--- src/rtl/c2b_serial.sv ---
// c2b_serial: bit-serial two's-complement to sign-magnitude converter.
// It accepts a WIDTH-bit signed value and walks it LSB first, one bit per
// clock, using the "copy through the first 1, then invert" rule. It then
// presents sign plus unsigned magnitude until the consumer takes it.
//
// Ports:
//   clk        rising-edge clock
//   rst_n      asynchronous active-low reset
//   in_valid   in_data carries an operand
//   in_ready   converter is idle and can take an operand
//   in_data    WIDTH-bit two's-complement operand
//   out_valid  result is available (DONE state)
//   out_ready  consumer takes the result
//   out_sign   result sign, 1 = negative
//   out_mag    unsigned magnitude
//   out_zero   magnitude is zero
//   busy       conversion in flight or result waiting
module c2b_serial #(
  parameter int WIDTH = 4,
  parameter int CW    = $clog2(WIDTH + 1)
) (
  input  logic             clk,
  input  logic             rst_n,
  input  logic             in_valid,
  output logic             in_ready,
  input  logic [WIDTH-1:0] in_data,
  output logic             out_valid,
  input  logic             out_ready,
  output logic             out_sign,
  output logic [WIDTH-1:0] out_mag,
  output logic             out_zero,
  output logic             busy
);

  typedef enum logic [1:0] {
    IDLE  = 2'd0,
    SHIFT = 2'd1,
    DONE  = 2'd2
  } state_t;

  state_t           r_state;
  state_t           w_nextState;
  logic [WIDTH-1:0] r_shift;
  logic [WIDTH-1:0] r_mag;
  logic             r_sign;
  logic             r_seenOne;
  logic [CW-1:0]    r_cnt;
  logic             w_accept;
  logic             w_lastShift;
  logic             w_outBit;

  assign w_accept    = (r_state == IDLE) && in_valid;
  assign w_lastShift = (r_cnt == CW'(WIDTH - 1));

  // A negative value is copied through its lowest 1 and inverted above it,
  // which is exactly two's-complement negation done one bit at a time.
  assign w_outBit = r_shift[0] ^ (r_sign & r_seenOne);

  // State register; reset aborts any conversion in progress.
  always_ff @(posedge clk or negedge rst_n) begin
    if (!rst_n) begin
      r_state <= IDLE;
    end else begin
      r_state <= w_nextState;
    end
  end

  // Next-state and handshake outputs.
  always_comb begin
    w_nextState = r_state;
    in_ready    = 1'b0;
    out_valid   = 1'b0;
    busy        = 1'b0;
    case (r_state)
      IDLE: begin
        in_ready = 1'b1;
        if (in_valid) begin
          w_nextState = SHIFT;
        end
      end
      SHIFT: begin
        busy = 1'b1;
        if (w_lastShift) begin
          w_nextState = DONE;
        end
      end
      DONE: begin
        busy      = 1'b1;
        out_valid = 1'b1;
        if (out_ready) begin
          w_nextState = IDLE;
        end
      end
      default: begin
        w_nextState = IDLE;
      end
    endcase
  end

  // Datapath: load on accept, then shift one bit per clock. Positive values
  // also take the full WIDTH shifts so latency does not depend on the data.
  always_ff @(posedge clk or negedge rst_n) begin
    if (!rst_n) begin
      r_shift   <= '0;
      r_mag     <= '0;
      r_sign    <= 1'b0;
      r_seenOne <= 1'b0;
      r_cnt     <= '0;
    end else if (w_accept) begin
      r_shift   <= in_data;
      r_mag     <= '0;
      r_sign    <= in_data[WIDTH-1];
      r_seenOne <= 1'b0;
      r_cnt     <= '0;
    end else if (r_state == SHIFT) begin
      r_shift   <= r_shift >> 1;
      r_mag     <= {w_outBit, r_mag[WIDTH-1:1]};
      r_seenOne <= r_seenOne | r_shift[0];
      r_cnt     <= r_cnt + CW'(1);
    end
  end

  // Result fields are gated so nothing partial is visible outside DONE.
  // A zero input always has sign 0, so negative zero cannot appear.
  assign out_sign = out_valid & r_sign;
  assign out_mag  = out_valid ? r_mag : '0;
  assign out_zero = out_valid & (r_mag == '0);

endmodule
--- config.mk ---
export PLATFORM = sky130hd
export DESIGN_NAME = c2b_serial
export DESIGN_NICKNAME = d
export VERILOG_FILES = /design/src/rtl/c2b_serial.sv
export SDC_FILE = /design/constraint.sdc
export NUM_CORES = 1
export LEC_CHECK = 0
export CAP_MARGIN = 30
export CORE_UTILIZATION = 43
export CTS_BUF_LIST = sky130_fd_sc_hd__clkbuf_8 sky130_fd_sc_hd__clkbuf_16
export CTS_CLUSTER_DIAMETER = 30
export DETAILED_ROUTE_END_ITERATION = 7
export PLACE_DENSITY_LB_ADDON = 0.08
export SYNTH_ARGS = -nofsm -noshare
export SYNTH_HDL_FRONTEND = slang
export SYNTH_SLANG_ARGS = --single-unit
--- constraint.sdc ---
create_clock -name clk -period 1.5 [get_ports clk]
set_input_delay 0.375 -clock clk [delete_from_list [all_inputs] [get_ports clk]]
set_output_delay 0.375 -clock clk [all_outputs]
set_load 0.02 [all_outputs]
Word level (Yosys, flattened, before mapping):

Cells that the tools add are included.

* $add $sub $neg: 1
* $mul: 0
* div/mod/pow operators: 0
* order comparisons: 0
* equal/unequal tests: 6
* shifts and indexed selects: 0
* multiplexer cells: 16
* bitwise gates (word level): 5
* reductions and logical operators: 6

Operators with widths (count)
* $mux 4: 5
* $mux 2: 3
* $mux 3: 2
* $ne 2x2->1 const B: 3
* $pmux 2 s3: 1
* $mux 1: 5
* $logic_not 4->1: 1
* $add 3x1->3 const B: 1
* $and 1x1->1: 3
* $eq 3x2->1 const B: 1
* $reduce_and 3->1: 1
* $eq 2x1->1 const B: 1
* $eq 2x2->1 const B: 1
* $logic_not 2->1: 1
* $reduce_bool 2->1: 1
* $reduce_or 2->1: 1
* $logic_and 1x1->1: 1
* $or 1x1->1: 1
* $xor 1x1->1: 1

* flip-flop bits (word level): 15
* bits in latches: 0
* memory bits (writable): 0
* memory bits (read-only): 0
* input bits: 8
* memories kept: 0

Longest topological paths before layout:

* word-level depth: 4
* depth in mapped cells: 7

Least setup slack after synthesis:

No wires, ideal clock.

* path kind: reg2out
* from: reg r_state[0]
* to: out out_zero
* arrival: 1350 ps
* required time: 1125 ps
* path slack: -225 ps
* stages on the path, launching flop included: 5
* cells stage by stage: dfrtp_1 inv_1 ha_1 nand2_1 nor3_1

* word-level cells in the longest chain between the ends: 3

Ends and longest elaborated chain
* start: declaration: line 41 `state_t r_state;`
* start signal: assignment: line 64 `r_state <= w_nextState;`
* $eq 2x2->1: line 74 `case (r_state)`
* $mux 1: line 74
* net out_valid: line 27 `output logic out_valid,`
* $and 1x1->1: line 127 `assign out_zero = out_valid & (r_mag == '0);`
* end: declaration: line 31 `output logic out_zero,`

The timed path passes the listed nets, and every way through them passes these cells.

Worst setup path in the final report:

* from: reg r_state[1]
* to: reg r_state[1]

* word-level cells in the longest chain between the ends: 3

Ends and longest elaborated chain (line)
* $eq 2x1->1 (tied with other cells): 74
* $ne 2x2->1 (no line)
* $reduce_and 3->1 (no line)

Parallel ways exist; a longest one is shown, timed or not.
A chain may end at the register's enable or synchronous reset.

==> results.cfg <==
[status]
status = finished with violations
violations = negative setup slack

[placement]
gp_congestion = 0.794
dp_hpwl_mm = 1.04
io_buffers = 16
postPlaceCellArea_um2 = 1080

[setup_path]
cpMaxStageDelayCell = dfrtp_1
r2r_end = r_state[1]
critPathKind = register to register
rr_worst_depth = 7
cp.arrival_ns = 1.84
rr_startpoint = r_state[1]
cp-start-kind = register
worst_setup_path_end_kind = register
crit_top_cell = buf_6
regToRegSetupSlack_ns = -0.21
worstPathRequired_ns = 1.63
path_cells = buf_6 -> inv_4 -> buf_6 -> ha_4 -> a222oi_1 -> buf_4 -> mux2_4
slowest_delay_ns = 0.36
path_max_fanout = 2

[global_route]
grt_use_total_pct = 19.0
grt_pass1_vias = 624
grt_max_degree = 18
grt_overflow = 0
grt_antenna_before_repair = 0
grt_pass1_wl_mm = 2.59

[sta]
min_period_ns = 1.71
maxSlewViolCount = 0
setup_viol = 10
max_freq_ghz = 0.585
fin_skew_ns = 0.00110
worstMarginPinSlew_ns = 0.313
rsz0062_at_grt = true
setup_slack_ns = -0.209
fin_crit_sh_pct = 114
relSlewSlack_pct = 79.1
finalSetupTns_ns = -1.08
hold_viol_final = 0

[yosys]
synth.avg_cell_area_um2 = 10.3
ys_warn_count = 0
syn_inst = 75
synth_seq_area_share_pct = 48.5
synthesis.nets = 89
yosys_register_bits = 15
ys_types = 19
synthesis.area_um2 = 773

[routing]
routed_via_density = 4.74
ant_nets = 0
drtPass1Iterations = 4
wl_mm = 1.55
drcViolationCount = 0
vias = 626
wl_per_cell_um = 11.7
drt_iter0_markers = 7

[cts]
cts_max_level = 1
cts_tree = built
numCtsBuffers = 3
cts_buffer_depth = 2
cts_sinks = 15
postCtsHoldBufs = 0
root_buffer = clkbuf_8
clock_latency_ns = 0.24
clk_pin_slew_ns = 0.06

[die]
io_pins = 17
die-area_um2 = 1970
die_h_um = 44.4
die_x_um = 44.4
start_util_pct = 48.5
design.core.area_um2 = 1590
fp-row-count = 14

[power_and_ir_drop]
p_leak_nw = 0.576
max-vdd-ir-drop_uv = 1510
total_power_mw = 2.61
pwr_density_cell_nw_per_um2 = 2180

[cells_and_area]
multiInputGateArea_um2 = 409
antennaDiodeCount = 0
nets = 123
seq_area_um2 = 375
nFillCells = 121
area_growth_pct = 54.5
drive_gt1_share_pct = 38.0
fin_area_um2 = 1190

[flow_run]
drv_cap = 0

[hold_path]
min_path_type = input port to async pin
==> repair_timing <==
| item | CTS | global route |
|---|---|---|
| buffers inserted | 3 | 2 |
| gates resized for setup | 53 | 7 |
| pin swaps | 3 | 4 |
| setup endpoints to repair | 11 | 20 |
==> area by class of cell <==
cell class / count / area share [%]
Multi-Input combinational cell: 49 / 34.2
Sequential cell: 15 / 31.4
Timing Repair Buffer: 33 / 25.7
Clock buffer: 3 / 3.46
Tap cell: 24 / 2.51
Inverter: 7 / 2.41
Clock inverter: 1 / 0.314
==> metrics by stage <==
| step | std cells | utilization (%) | hold WS, ns | setup WS (ns) |
|---|---|---|---|---|
| after floorplan | 75 | - | 0.0794 | -0.0299 |
| after CTS | 132 | 73.4 | 0.445 | -0.174 |
| final | 132 | 75.0 | 0.444 | -0.209 |
| after global placement | 125 | 68.0 | 0.486 | -0.330 |
| after global routing | 132 | 75.0 | 0.460 | -0.318 |
| after detailed placement | 125 | 68.0 | 0.494 | -0.347 |
==> layout by cell type, fill, tap and decap left out <==
master,Yosys,layout
nand2b_1,1,1
nand2_1,6,5
a21oi_1,1,1
clkbuf_8,0,3
inv_2,2,3
mux2i_1,7,7
buf_12,0,1
xnor2_1,1,1
a211oi_1,2,1
o21ai_1,5,5
buf_4,0,14
nor2_1,9,9
xor2_1,1,1
nand2_2,0,1
a211oi_2,0,1
inv_4,0,1
buf_6,1,9
dfrtp_1,15,15
mux2_4,0,2
and2_1,6,6
buf_2,3,2
ha_1,6,3
inv_1,5,4
clkdlybuf4s50_1,0,7
nor3_4,0,1
ha_4,0,3
a222oi_1,1,1
==> cells in the mapped netlist (all sizes together) <==
cell type / number / area, um2
nor2: 9 / 33.8
o21ai: 5 / 25.0
mux2: 2 / 22.5
xnor2: 1 / 8.76
and2: 6 / 37.5
mux2i: 7 / 70.1
inv: 7 / 26.3
dfrtp: 15 / 375
nor3: 1 / 5.00
nand2b: 1 / 6.26
buf: 4 / 26.3
a222oi: 1 / 10.0
nand2: 6 / 22.5
a21oi: 1 / 5.00
ha: 6 / 75.1
xor2: 1 / 8.76
a211oi: 2 / 15.0
==> cell families after synthesis <==
kind of cell	after synthesis	synth area share (%)
multiplexers	9	12.0
adder cells (fa/ha/maj)	6	9.71
XOR/XNOR	2	2.27
AO/OA/AOI/OAI	9	7.12
AND/OR/NAND/NOR	23	13.6
buffers and inverters	11	6.80
flip-flops	15	48.5
==> critical path, delay by kind of cell, from the launching register on <==
kind	cells	cell delay, ns
flip-flops	1	0.36
buffers and inverters	4	0.46
multiplexers	1	0.30
adder cells (fa/ha/maj)	1	0.15
AO/OA/AOI/OAI	1	0.33
==> flip-flops by register name (all words and copies together) (netlist names) <==
signal     count
r_sign         1
r_seenOne      1
r_cnt          3
r_mag          4
r_shift        4
r_state        2
==> worst max-delay path by stage <==
stage	startpoint	end	slack [ns]	cells after the start
final	r_state[1]	r_state[1]	-0.21	7
after global placement	r_state[0]	out_zero	-0.33	5
after CTS	r_state[1]	r_state[1]	-0.17	5
after floorplan	r_state[1]	r_state[0]	-0.03	5
after detailed placement	r_state[0]	out_zero	-0.35	5
after global routing	r_state[1]	r_state[1]	-0.32	7
==> power breakdown <==
group	switching [mW]	internal, mW	leakage [nW]
Clock	0.128	0.181	0.0269
Sequential	0.125	0.599	0.191
Combinational	0.713	0.860	0.358
Total	0.966	1.64	0.576
==> routing by layer <==
layer	vias up	wire, um	global-route usage, %
met3	4	37	3.67
met4	0	32	12.7
met2	15	813	32.6
met1	299	664	21.2
li1	308	-	-
met5	-	0	0
Power figures use the tool's default switching activity.
